--- config.mk ---
export PLATFORM = sky130hd
export DESIGN_NAME = ram_stream_reader
export DESIGN_NICKNAME = d
export VERILOG_FILES = /design/src/rtl/ram_stream_reader_pkg.sv /design/src/rtl/stream_fifo_small.sv /design/src/rtl/ram_stream_reader.sv
export SDC_FILE = /design/constraint.sdc
export NUM_CORES = 1
export LEC_CHECK = 0
export ABC_AREA = 1
export CORE_ASPECT_RATIO = 0.9
export CORE_MARGIN = 8
export CORE_UTILIZATION = 54
export DETAILED_ROUTE_END_ITERATION = 8
export GPL_ROUTABILITY_DRIVEN = 0
export GPL_TIMING_DRIVEN = 0
export PLACE_DENSITY = 0.86
export SYNTH_ARGS = -nofsm -noshare
export SYNTH_HDL_FRONTEND = slang
export SYNTH_HIERARCHICAL = 1
export SYNTH_SLANG_ARGS = --single-unit
--- constraint.sdc ---
create_clock -name clk -period 2.59 [get_ports clk]
set_input_delay 0.259 -clock clk [delete_from_list [all_inputs] [get_ports clk]]
set_output_delay 0.259 -clock clk [all_outputs]
set_load 0.02 [all_outputs]
--- src/rtl/ram_stream_reader_pkg.sv ---
// Shared types and constants for the RAM stream reader: FSM encoding,
// output FIFO geometry and the read-credit rule.
package ram_stream_reader_pkg;

  typedef enum logic [1:0] {
    S_IDLE  = 2'd0,
    S_READ  = 2'd1,
    S_DRAIN = 2'd2,
    S_DONE  = 2'd3
  } state_t;

  localparam int FIFO_DEPTH = 4;
  localparam int FIFO_PTR_W = 2;

  // A new read may issue only if every word already owed to the FIFO still fits.
  function automatic logic has_credit(input logic [FIFO_PTR_W:0] fifo_count,
                                      input logic [1:0]          inflight);
    return ({1'b0, fifo_count} + {2'b00, inflight}) < 4'(FIFO_DEPTH);
  endfunction

endpackage

--- src/rtl/stream_fifo_small.sv ---
// Four-entry synchronous FIFO with a flush input; the head entry is visible
// combinationally so the stream interface can present it directly.
module stream_fifo_small
  import ram_stream_reader_pkg::*;
#(
  parameter int Width = 9
) (
  input  logic                  clk,
  input  logic                  reset,
  input  logic                  flush_i,
  input  logic                  push_i,
  input  logic [Width-1:0]      push_data_i,
  input  logic                  pop_i,
  output logic [Width-1:0]      head_data_o,
  output logic [FIFO_PTR_W:0]   count_o,
  output logic                  empty_o,
  output logic                  full_o
);

  logic [Width-1:0]      mem_q [FIFO_DEPTH];
  logic [FIFO_PTR_W-1:0] wr_ptr_q, rd_ptr_q;
  logic [FIFO_PTR_W:0]   count_q;
  logic                  do_push, do_pop;

  assign empty_o     = (count_q == '0);
  assign full_o      = (count_q == (FIFO_PTR_W+1)'(FIFO_DEPTH));
  assign count_o     = count_q;
  assign head_data_o = mem_q[rd_ptr_q];
  assign do_push     = push_i & ~full_o;
  assign do_pop      = pop_i & ~empty_o;

  // Pointers are exactly FIFO_PTR_W bits, so they wrap at the depth for free.
  always_ff @(posedge clk) begin
    if (reset || flush_i) begin
      wr_ptr_q <= '0;
      rd_ptr_q <= '0;
      count_q  <= '0;
    end else begin
      if (do_push) wr_ptr_q <= wr_ptr_q + 1'b1;
      if (do_pop)  rd_ptr_q <= rd_ptr_q + 1'b1;
      case ({do_push, do_pop})
        2'b10:   count_q <= count_q + 1'b1;
        2'b01:   count_q <= count_q - 1'b1;
        default: count_q <= count_q;
      endcase
    end
  end

  always_ff @(posedge clk) begin
    if (do_push) mem_q[wr_ptr_q] <= push_data_i;
  end

endmodule

--- src/rtl/ram_stream_reader.sv ---
// Reads a wrapping address range from a dual-port RAM read port and streams
// the words out over valid/ready with full backpressure.
//
// Stream handshake: a word transfers on a cycle where out_valid and out_ready
// are both high; once out_valid rises, out_valid/out_data/out_last hold until
// that transfer (only abort or reset may withdraw them).
module ram_stream_reader
  import ram_stream_reader_pkg::*;
#(
  parameter int DataWidth  = 8,
  parameter int DataDepth  = 1024,
  parameter int AddrWidth  = 10,
  parameter int CountWidth = 11
) (
  input  logic                  clk,
  input  logic                  reset,
  input  logic                  start,
  input  logic [AddrWidth-1:0]  start_addr,
  input  logic [CountWidth-1:0] start_count,
  input  logic                  abort,
  output logic                  busy,
  output logic                  done,
  output logic                  ram_read_en,
  output logic [AddrWidth-1:0]  ram_read_addr,
  input  logic [DataWidth-1:0]  ram_read_data,
  output logic [DataWidth-1:0]  out_data,
  output logic                  out_valid,
  input  logic                  out_ready,
  output logic                  out_last,
  output logic [1:0]            dbg_state
);

  localparam int EntryW = DataWidth + 1;
  localparam logic [AddrWidth-1:0] ADDR_LAST = AddrWidth'(DataDepth - 1);

  state_t                state_q, state_d;
  logic [AddrWidth-1:0]  addr_q, addr_d;
  logic [CountWidth-1:0] remaining_q, remaining_d;
  logic                  bus_valid_q, bus_last_q;

  logic                  issue, issue_last, abort_now, pop, push;
  logic [EntryW-1:0]     fifo_head;
  logic [FIFO_PTR_W:0]   fifo_count;
  logic                  fifo_empty, fifo_full;

  // bus_valid_q marks a read whose data is on ram_read_data this cycle.
  assign abort_now  = abort && (state_q == S_READ || state_q == S_DRAIN);
  assign issue      = (state_q == S_READ) && has_credit(fifo_count, {1'b0, bus_valid_q});
  assign issue_last = issue && (remaining_q == CountWidth'(1));
  assign push       = bus_valid_q & ~fifo_full;

  assign out_valid  = ~fifo_empty;
  assign out_data   = fifo_empty ? '0 : fifo_head[DataWidth-1:0];
  assign out_last   = ~fifo_empty & fifo_head[DataWidth];
  assign pop        = out_valid & out_ready;
  assign dbg_state  = state_q;

  stream_fifo_small #(
    .Width(EntryW)
  ) u_fifo (
    .clk         (clk),
    .reset       (reset),
    .flush_i     (abort_now),
    .push_i      (push),
    .push_data_i ({bus_last_q, ram_read_data}),
    .pop_i       (pop),
    .head_data_o (fifo_head),
    .count_o     (fifo_count),
    .empty_o     (fifo_empty),
    .full_o      (fifo_full)
  );

  always_comb begin
    state_d       = state_q;
    addr_d        = addr_q;
    remaining_d   = remaining_q;
    busy          = 1'b0;
    done          = 1'b0;
    ram_read_en   = 1'b0;
    ram_read_addr = addr_q;
    unique case (state_q)
      S_IDLE: begin
        if (start) begin
          addr_d      = start_addr;
          remaining_d = start_count;
          state_d     = (start_count == '0) ? S_DONE : S_READ;
        end
      end
      S_READ: begin
        busy        = 1'b1;
        ram_read_en = issue;
        if (issue) begin
          addr_d      = (addr_q == ADDR_LAST) ? '0 : addr_q + 1'b1;
          remaining_d = remaining_q - 1'b1;
          if (issue_last) state_d = S_DRAIN;
        end
      end
      S_DRAIN: begin
        busy = 1'b1;
        if (pop && out_last) state_d = S_DONE;
      end
      S_DONE: begin
        done    = 1'b1;
        state_d = S_IDLE;
      end
      default: state_d = S_IDLE;
    endcase
    if (abort_now) state_d = S_IDLE;
  end

  always_ff @(posedge clk) begin
    if (reset) begin
      state_q     <= S_IDLE;
      addr_q      <= '0;
      remaining_q <= '0;
      bus_valid_q <= 1'b0;
      bus_last_q  <= 1'b0;
    end else begin
      state_q     <= state_d;
      addr_q      <= addr_d;
      remaining_q <= remaining_d;
      bus_valid_q <= issue & ~abort_now;
      bus_last_q  <= issue_last;
    end
  end

endmodule

**Word level (Yosys, flattened, before mapping)**

Memory sizes are Yosys's and may differ from the RTL's. A register that Yosys moved wholly into a read port is not among the register bits.
Index checks and enable logic that the tools add are counted.

- Register bits after elaboration: 32
- Bits in writable memories: 36
- Output and inout port bits: 25
- Word-level logic and storage cells: 75
- Memories: 1

- Add/sub/neg operators: 7
- $lt $le $gt $ge: 1
- Equal/unequal tests: 12
- Multiplexer cells: 22
- Bitwise gates (word level): 9
- Reduce and logical (&&, ||, !) cells: 15

Memories:

| memory | depth | bits a word | rd ports | clocked after memory_dff | wr ports | RTL line | source |
|---|---|---|---|---|---|---|---|
| u_fifo.mem_q | 4 | 9 | 1 | 1 | 1 | stream_fifo_small.sv:20 | `logic [Width-1:0] mem_q [FIFO_DEPTH];` |

Operators by type and width:

| kind | number |
|---|---|
| 2-to-1 mux 10 bit | 3 |
| 2-to-1 mux 11 bit | 2 |
| one-hot mux 11 bit (2 select lines) | 1 |
| one-hot mux 10 bit (2 select lines) | 1 |
| 2-to-1 mux 2 bit | 7 |
| == test 11 x 1 -> 1 bit, second input constant | 1 |
| logical NOT 11 bit | 1 |
| subtractor 11 x 1 -> 11 bit, second input constant | 1 |
| adder 10 x 1 -> 10 bit, second input constant | 1 |
| == test 10 bit, second input constant | 1 |
| 2-to-1 mux 8 bit | 1 |
| one-hot mux 2 bit (4 select lines) | 1 |
| AND 1 bit | 6 |
| == test 2 bit, second input constant | 3 |
| != test 2 bit, second input constant | 3 |
| one-hot mux 3 bit (2 select lines) | 1 |
| 2-to-1 mux 1 bit | 5 |
| adder 2 x 1 -> 2 bit, second input constant | 2 |
| adder 3 x 1 -> 4 bit | 1 |
| == test 2 x 1 -> 1 bit, second input constant | 2 |
| logical AND 1 bit | 4 |
| less-than comparator 4 x 3 -> 1 bit, second input constant | 1 |
| AND reduction 4 bit | 1 |
| nonzero test 2 bit | 2 |
| other kinds (10) | 14 |

**Depth between registers and ports, before layout**

- Word-level depth: 7
- Gate-level depth with buffers: 16
- Mapped depth without buffers: 15

**Modules after synthesis**

The synthesis kept the hierarchy.

By module, submodules not included:

| module | instances | cells each | area each (µm²) | seq. area each (µm²) |
|---|---|---|---|---|
| stream_fifo_small | 1 | 158 | 1861.8 | 1261.2 |
| ram_stream_reader | 1 | 282 | 1765.4 | 500.5 |

**Worst setup path before layout**

No wires, ideal clock.

- Path kind: register to register
- From: register u_fifo.count_q[2] (netlist: u_fifo/count_o[2])
- To: register u_fifo.count_q[2] (netlist: u_fifo/count_o[2])
- Library setup time: 0.113 ns
- Arrival time: 1.925 ns
- Required time: 2.477 ns
- Setup slack: 0.553 ns
- Stages on the path, launching flop included: 17
- Path buffers: 1
- Cell sequence: dfxtp_1 inv_1 nand2_2 inv_1 buf_2 nor2_1 nand2_2 inv_2 ha_1 inv_1 fa_1 inv_1 nand2_1 nand3_1 nand2_1 nand2_1 nor2_1

- Cells in the longest elaborated chain, start to end: 6

RTL lines:

| what | RTL line | source |
|---|---|---|
| from (decl) | stream_fifo_small.sv:22 | `logic [FIFO_PTR_W:0] count_q;` |
| from (signal assigned) | stream_fifo_small.sv:42 | `2'b10: count_q <= count_q + 1'b1;` |
| from (signal assigned) | stream_fifo_small.sv:43 | `2'b01: count_q <= count_q - 1'b1;` |
| from (signal assigned) | stream_fifo_small.sv:44 | `default: count_q <= count_q;` |
| logical NOT 3 bit * | stream_fifo_small.sv:25 | `assign empty_o = (count_q == '0);` |
| net fifo_empty | ram_stream_reader.sv:44 | `logic fifo_empty, fifo_full;` |
| inverter 1 bit * | ram_stream_reader.sv:52 | `assign out_valid = ~fifo_empty;` |
| AND 1 bit * | ram_stream_reader.sv:55 | `assign pop = out_valid & out_ready;` |
| net pop | ram_stream_reader.sv:41 | `logic issue, issue_last, abort_now, pop, push;` |
| AND 1 bit * | stream_fifo_small.sv:30 | `assign do_pop = pop_i & ~empty_o;` |
| net u_fifo.do_pop | stream_fifo_small.sv:23 | `logic do_push, do_pop;` |
| == test 2 x 1 -> 1 bit / == test 2 bit (equally long branches) | stream_fifo_small.sv:41 | `case ({do_push, do_pop})` |
| one-hot mux 3 bit (2 select lines) / nonzero test 2 bit (equally long branches) | -- |  |

Mark *: on every way through the listed nets, which the timed path passes. The rest lies on a longest branch.
A chain may end at the register's enable or synchronous reset.

==> results.ini <==
[run_status]
status=completed

[timing]
holdWs_ps=480.6
max_slew_margin=0.3837
hold_viol=0
max_freq_mhz=417.9
skew_ps=6.539
min_period_ps=2393
finalCritPeriodShare=0.9239
rsz0062_at_grt=no
setup_ws_ps=197.1
setup_violations=0
tns_ps=0
slew_viol_final=0
worst_slew_pin_slew_ps=921.0

[setup_path]
cp_slowest_cell=clkdlybuf4s50_1
critical_path.top_delay_family=buffers and inverters
worst_path_most_repeated_cell=inv_1
cp_num_buf_inv=3
crit_path_end_kind=output port
crit_chain=inv_1 > o21ai_0 > o22ai_1 > nand2_1 > inv_1 > clkdlybuf4s50_1
cp.required_ps=2330
slowest_delay_ps=590
critPathArrivalTime_ps=2130
start_kind=register
worstPathMaxFanout=10
critical_path_class=reg -> out

[placement]
pre_cts_ws_ps=278.5
hpwl_um=6658
io_buffers=58

[synth]
yosys-top-cells-area=edfxtp_1, dfxtp_1, nor2_1
synth_xor_area_frac=0.01449
synthAdderAreaFrac=0.05036
synth_ff_type=edfxtp_1
synth_area_um2=3627
synthCells=440
synth_simple_gate_area_frac=0.2249
avgSynthCellArea_um2=8.244
synth_nets=488
yosysTopAreaCellShare=0.2980
synthArstFlopShare=0
synth_top_family_by_area=simple AND/OR/NAND/NOR gates
synth_compound_gate_area_share=0.1331
yosysWarnings=6
netlist_top_cells_count=nor2_1, nand2_1, inv_1
synth-edff-count=36
synth_area_leader_cell=edfxtp_1
netlist-cell-type-count=34
yosysSeqAreaShare=0.4857
muxShareOfSynthArea=0.002760
yosysMostFrequentCell=nor2_1
synth_seq_cells=70

[routing]
wirelength_um=9025
avgRoutedWirePerCell_um=14.94
viasPerCell=5.285
drt_pass1_iterations=4
num_vias=3192
drcViolationCount=0
drt.antenna.violating_nets=0
drtIter0Drc=172

[clock_tree]
cts_tree=done
path_clk_slew_ps=80
clock_path_buffers=2
post_cts_buffers=0
hold_buffers=0
cts-root-buf=clkbuf_8
insertion_delay_ps=350
numCtsBuffers=9
cts.repair.resized=0
h-tree-depth=3
cts.sinks=70

[pwr]
power.density_nw_per_um2=1051
leakage_nw=1.851
ir_drop_v=0.0008364

[global_routing]
grt_pass1_wl_um=14860
track_usage=0.1973
overflow=0
antenna_found_initial=0
grt_pass1_vias=3253
grt_max_degree=14

[run]
max_cap_violations=0

[cells_and_area]
nets=557
drive_gt1_frac=0.1012
area_growth_pct=25.84
diodes=0
post-route-util=0.6967

[die]
dieArea_um2=9599
start_util=0.5537
rows=28
die_w_um=102.4
die_h_um=93.75
design.core.area_um2=6551
ios=59

[min_path]
hp-class=reg -> reg

[cell usage in the layout (no fill, tap or decap), types with 9 or more instances in the layout]
master           Yosys  routed
ha_1                13      13
nand2_1             67      67
dfxtp_1             34      34
o22ai_1             10      10
nor2_1              76      76
o21ai_0             39      39
clkbuf_8             0       9
clkdlybuf4s50_1      0      58
nand3_1             18      18
inv_1               53      53
a21oi_1             30      30
edfxtp_1            36      36
[state kept, by name, summed over array words and instances (netlist names), named ones only]
register,flops
bus_valid_q,1
u_fifo/wr_ptr_q,2
remaining_q,11
u_fifo/count_o,3
bus_last_q,1
ram_read_addr,10
u_fifo/mem_q,36
u_fifo/rd_ptr_q,2
dbg_state,2
[layer usage]
layer	vias up	GRT usage	wire length, um
li1	1589	-	-
met1	1474	0.2211	3766
met2	118	0.3467	4519
met3	11	0.06222	655
met4	0	0.06227	84
met5	-	0	0
[per-stage QoR]
step           cell area [um^2]  cells  power (mW)
5_1_grt                    4564    604       5.102
2_1_floorplan              3627    440       2.993
6_report                   4564    604       4.796
3_3_place_gp               4320    588       3.632
3_5_place_dp               4320    588       3.715
4_1_cts                    4564    604       4.801
[logic make-up (layout without fill, tap and decap cells)]
group,count (synthesis),in the layout
buf+inv,72,146
simple gates,186,186
mux,1,1
flops,70,70
xor+xnor,6,6
fa+ha+maj,14,14
compound gates,91,91
[power breakdown]
group	internal, mW	leakage (nW)	switching [mW]	total (mW)
clock network	0.645	0.122	0.432	1.08
registers	1.38	0.605	0.211	1.59
logic	0.840	1.12	1.29	2.13
[cell type report]
class	count	area, um^2
Clock inverter	7	120.1
Inverter	58	222.7
Multi-Input combinational cell	298	1544
Clock buffer	9	123.9
Timing Repair Buffer	58	580.6
Sequential cell	70	1762
Buffer	14	98.84
Tap cell	90	112.6
Fill cell	512	1987
[path summary, 6_finish.rpt]
| check | from | end | slack, ps | cells past startpoint |
|---|---|---|---|---|
| max reg2reg | u_fifo/count_o[2] | u_fifo/count_o[2] | 250 | 16 |
| max | register | out_last | 200 | 6 |
| min reg2reg | bus_last_q | u_fifo/mem_q[2][8] | 480 | 0 |
| min | bus_last_q | u_fifo/mem_q[2][8] | 480 | 0 |
No activity file was read; power rests on OpenSTA's default activity.
==> patch: new RTL, config.mk and constraints unchanged <==
The parameter `DataWidth` goes from 8 to 7.
--- a/src/rtl/ram_stream_reader.sv
+++ b/src/rtl/ram_stream_reader.sv
@@ -9,3 +9,3 @@
 #(
-  parameter int DataWidth  = 8,
+  parameter int DataWidth  = 7,
   parameter int DataDepth  = 1024,
Ports: changed (resized out_data and ram_read_data); port bits go from 59 to 57. The function was not compared with the original's and may differ.
==> patch against the original RTL <==
- critical path type unchanged
- sequential share of layout area shrank 0.78 points
- design area shrank 4.9%
- clock skew about the same
- routed wire length is 6.8% lower
- core utilization increased by 0.92 points
- first-iteration DRC count is 2.3% lower
- largest power group unchanged
- cell count down 2.5%
- synthesized area is 5.0% lower
- highest routed layer unchanged
- power is 5.3% lower
- sequential cell count shrank 4
- worst hold slack got worse by 0.015 ns
- setup slack worse by 0.012 ns
==> patch: results <==
[outcome]
status = complete, no violations

[power]
vdd_ir_drop_max_uv = 617
switchingPower_w = 0.00187
leakage_nw = 1.77

[critical_path]
arrival_ns = 2.15
reg2reg_from = u_fifo/count_o[1]$_SDFFE_PP0P_
cpPeakStageDelay_ns = 0.61
timing.reg2reg.setup_slack_ns = 0.37

[cells_and_area]
final_util = 0.706
multi_input_area_share = 0.347
drive_gt1_frac = 0.0936
final_net_count = 544
buffers_excl_clock = 69
fin_cells = 589
comb.multi_input.count = 295
n_all_inverters = 56
layout.nonclk_buf_frac = 0.149

[yosys]
ys_types = 35
synth_top_flop_cell = dfxtp_1
seq_area_frac_synth = 0.476
synth_area_leaders = edfxtp_1 28%, dfxtp_1 20%, nor2_1 8.2%
synth-seq-cells = 66
ys_top_cells_by_count = 75 x nor2_1, 73 x nand2_1, 52 x inv_1

[drt]
vias = 3112
first_pass_iters = 5
wl_per_cell_um = 14.3
first_iter_violations = 168

[global_routing]
track_usage = 0.186
grtUsageMet1 = 0.218
use_met3 = 0.0521

[placed_design]
dp.cells = 573
io_buffers = 56
post_dp_cell_area_um2 = 4120

[min_path]
min_to = remaining_q[10]$_SDFFE_PP0P_
worstHoldStart = remaining_q[10]$_SDFFE_PP0P_
min_path_cells = 2

[sta]
tightestPinTransition_ns = 0.780
clock-skew-final_ns = 0.00648
holdWs_ns = 0.465
-- patch: cell count changes after synthesis, moves of 2 or more --
| cell | before | now |
|---|---|---|
| edfxtp_1 | 36 | 32 |
| o21ai_0 | 39 | 36 |
| a21oi_1 | 30 | 33 |
| buf_2 | 7 | 4 |
| nand2_1 | 67 | 73 |
| xor2_1 | 5 | 3 |
| o21ai_1 | 6 | 3 |
| o21ai_2 | 0 | 3 |
-- patch: routing by layer --
layer  wire (um)  vias to the layer above
met3         552                       14
met4         130                        0
met1        3610                     1437
met2        4110                      124
met5           0                        -
li1            -                     1537
-- patch: cells by family after synthesis --
family	after synthesis	share of synthesized area
and+or+nand+nor	186	0.229
adders and majority gates	14	0.0530
buffers and inverters	69	0.0864
AOI/OAI and AO/OA	89	0.139
DFF	66	0.476
xor gates and xnor gates	5	0.0127
muxes	1	0.00290
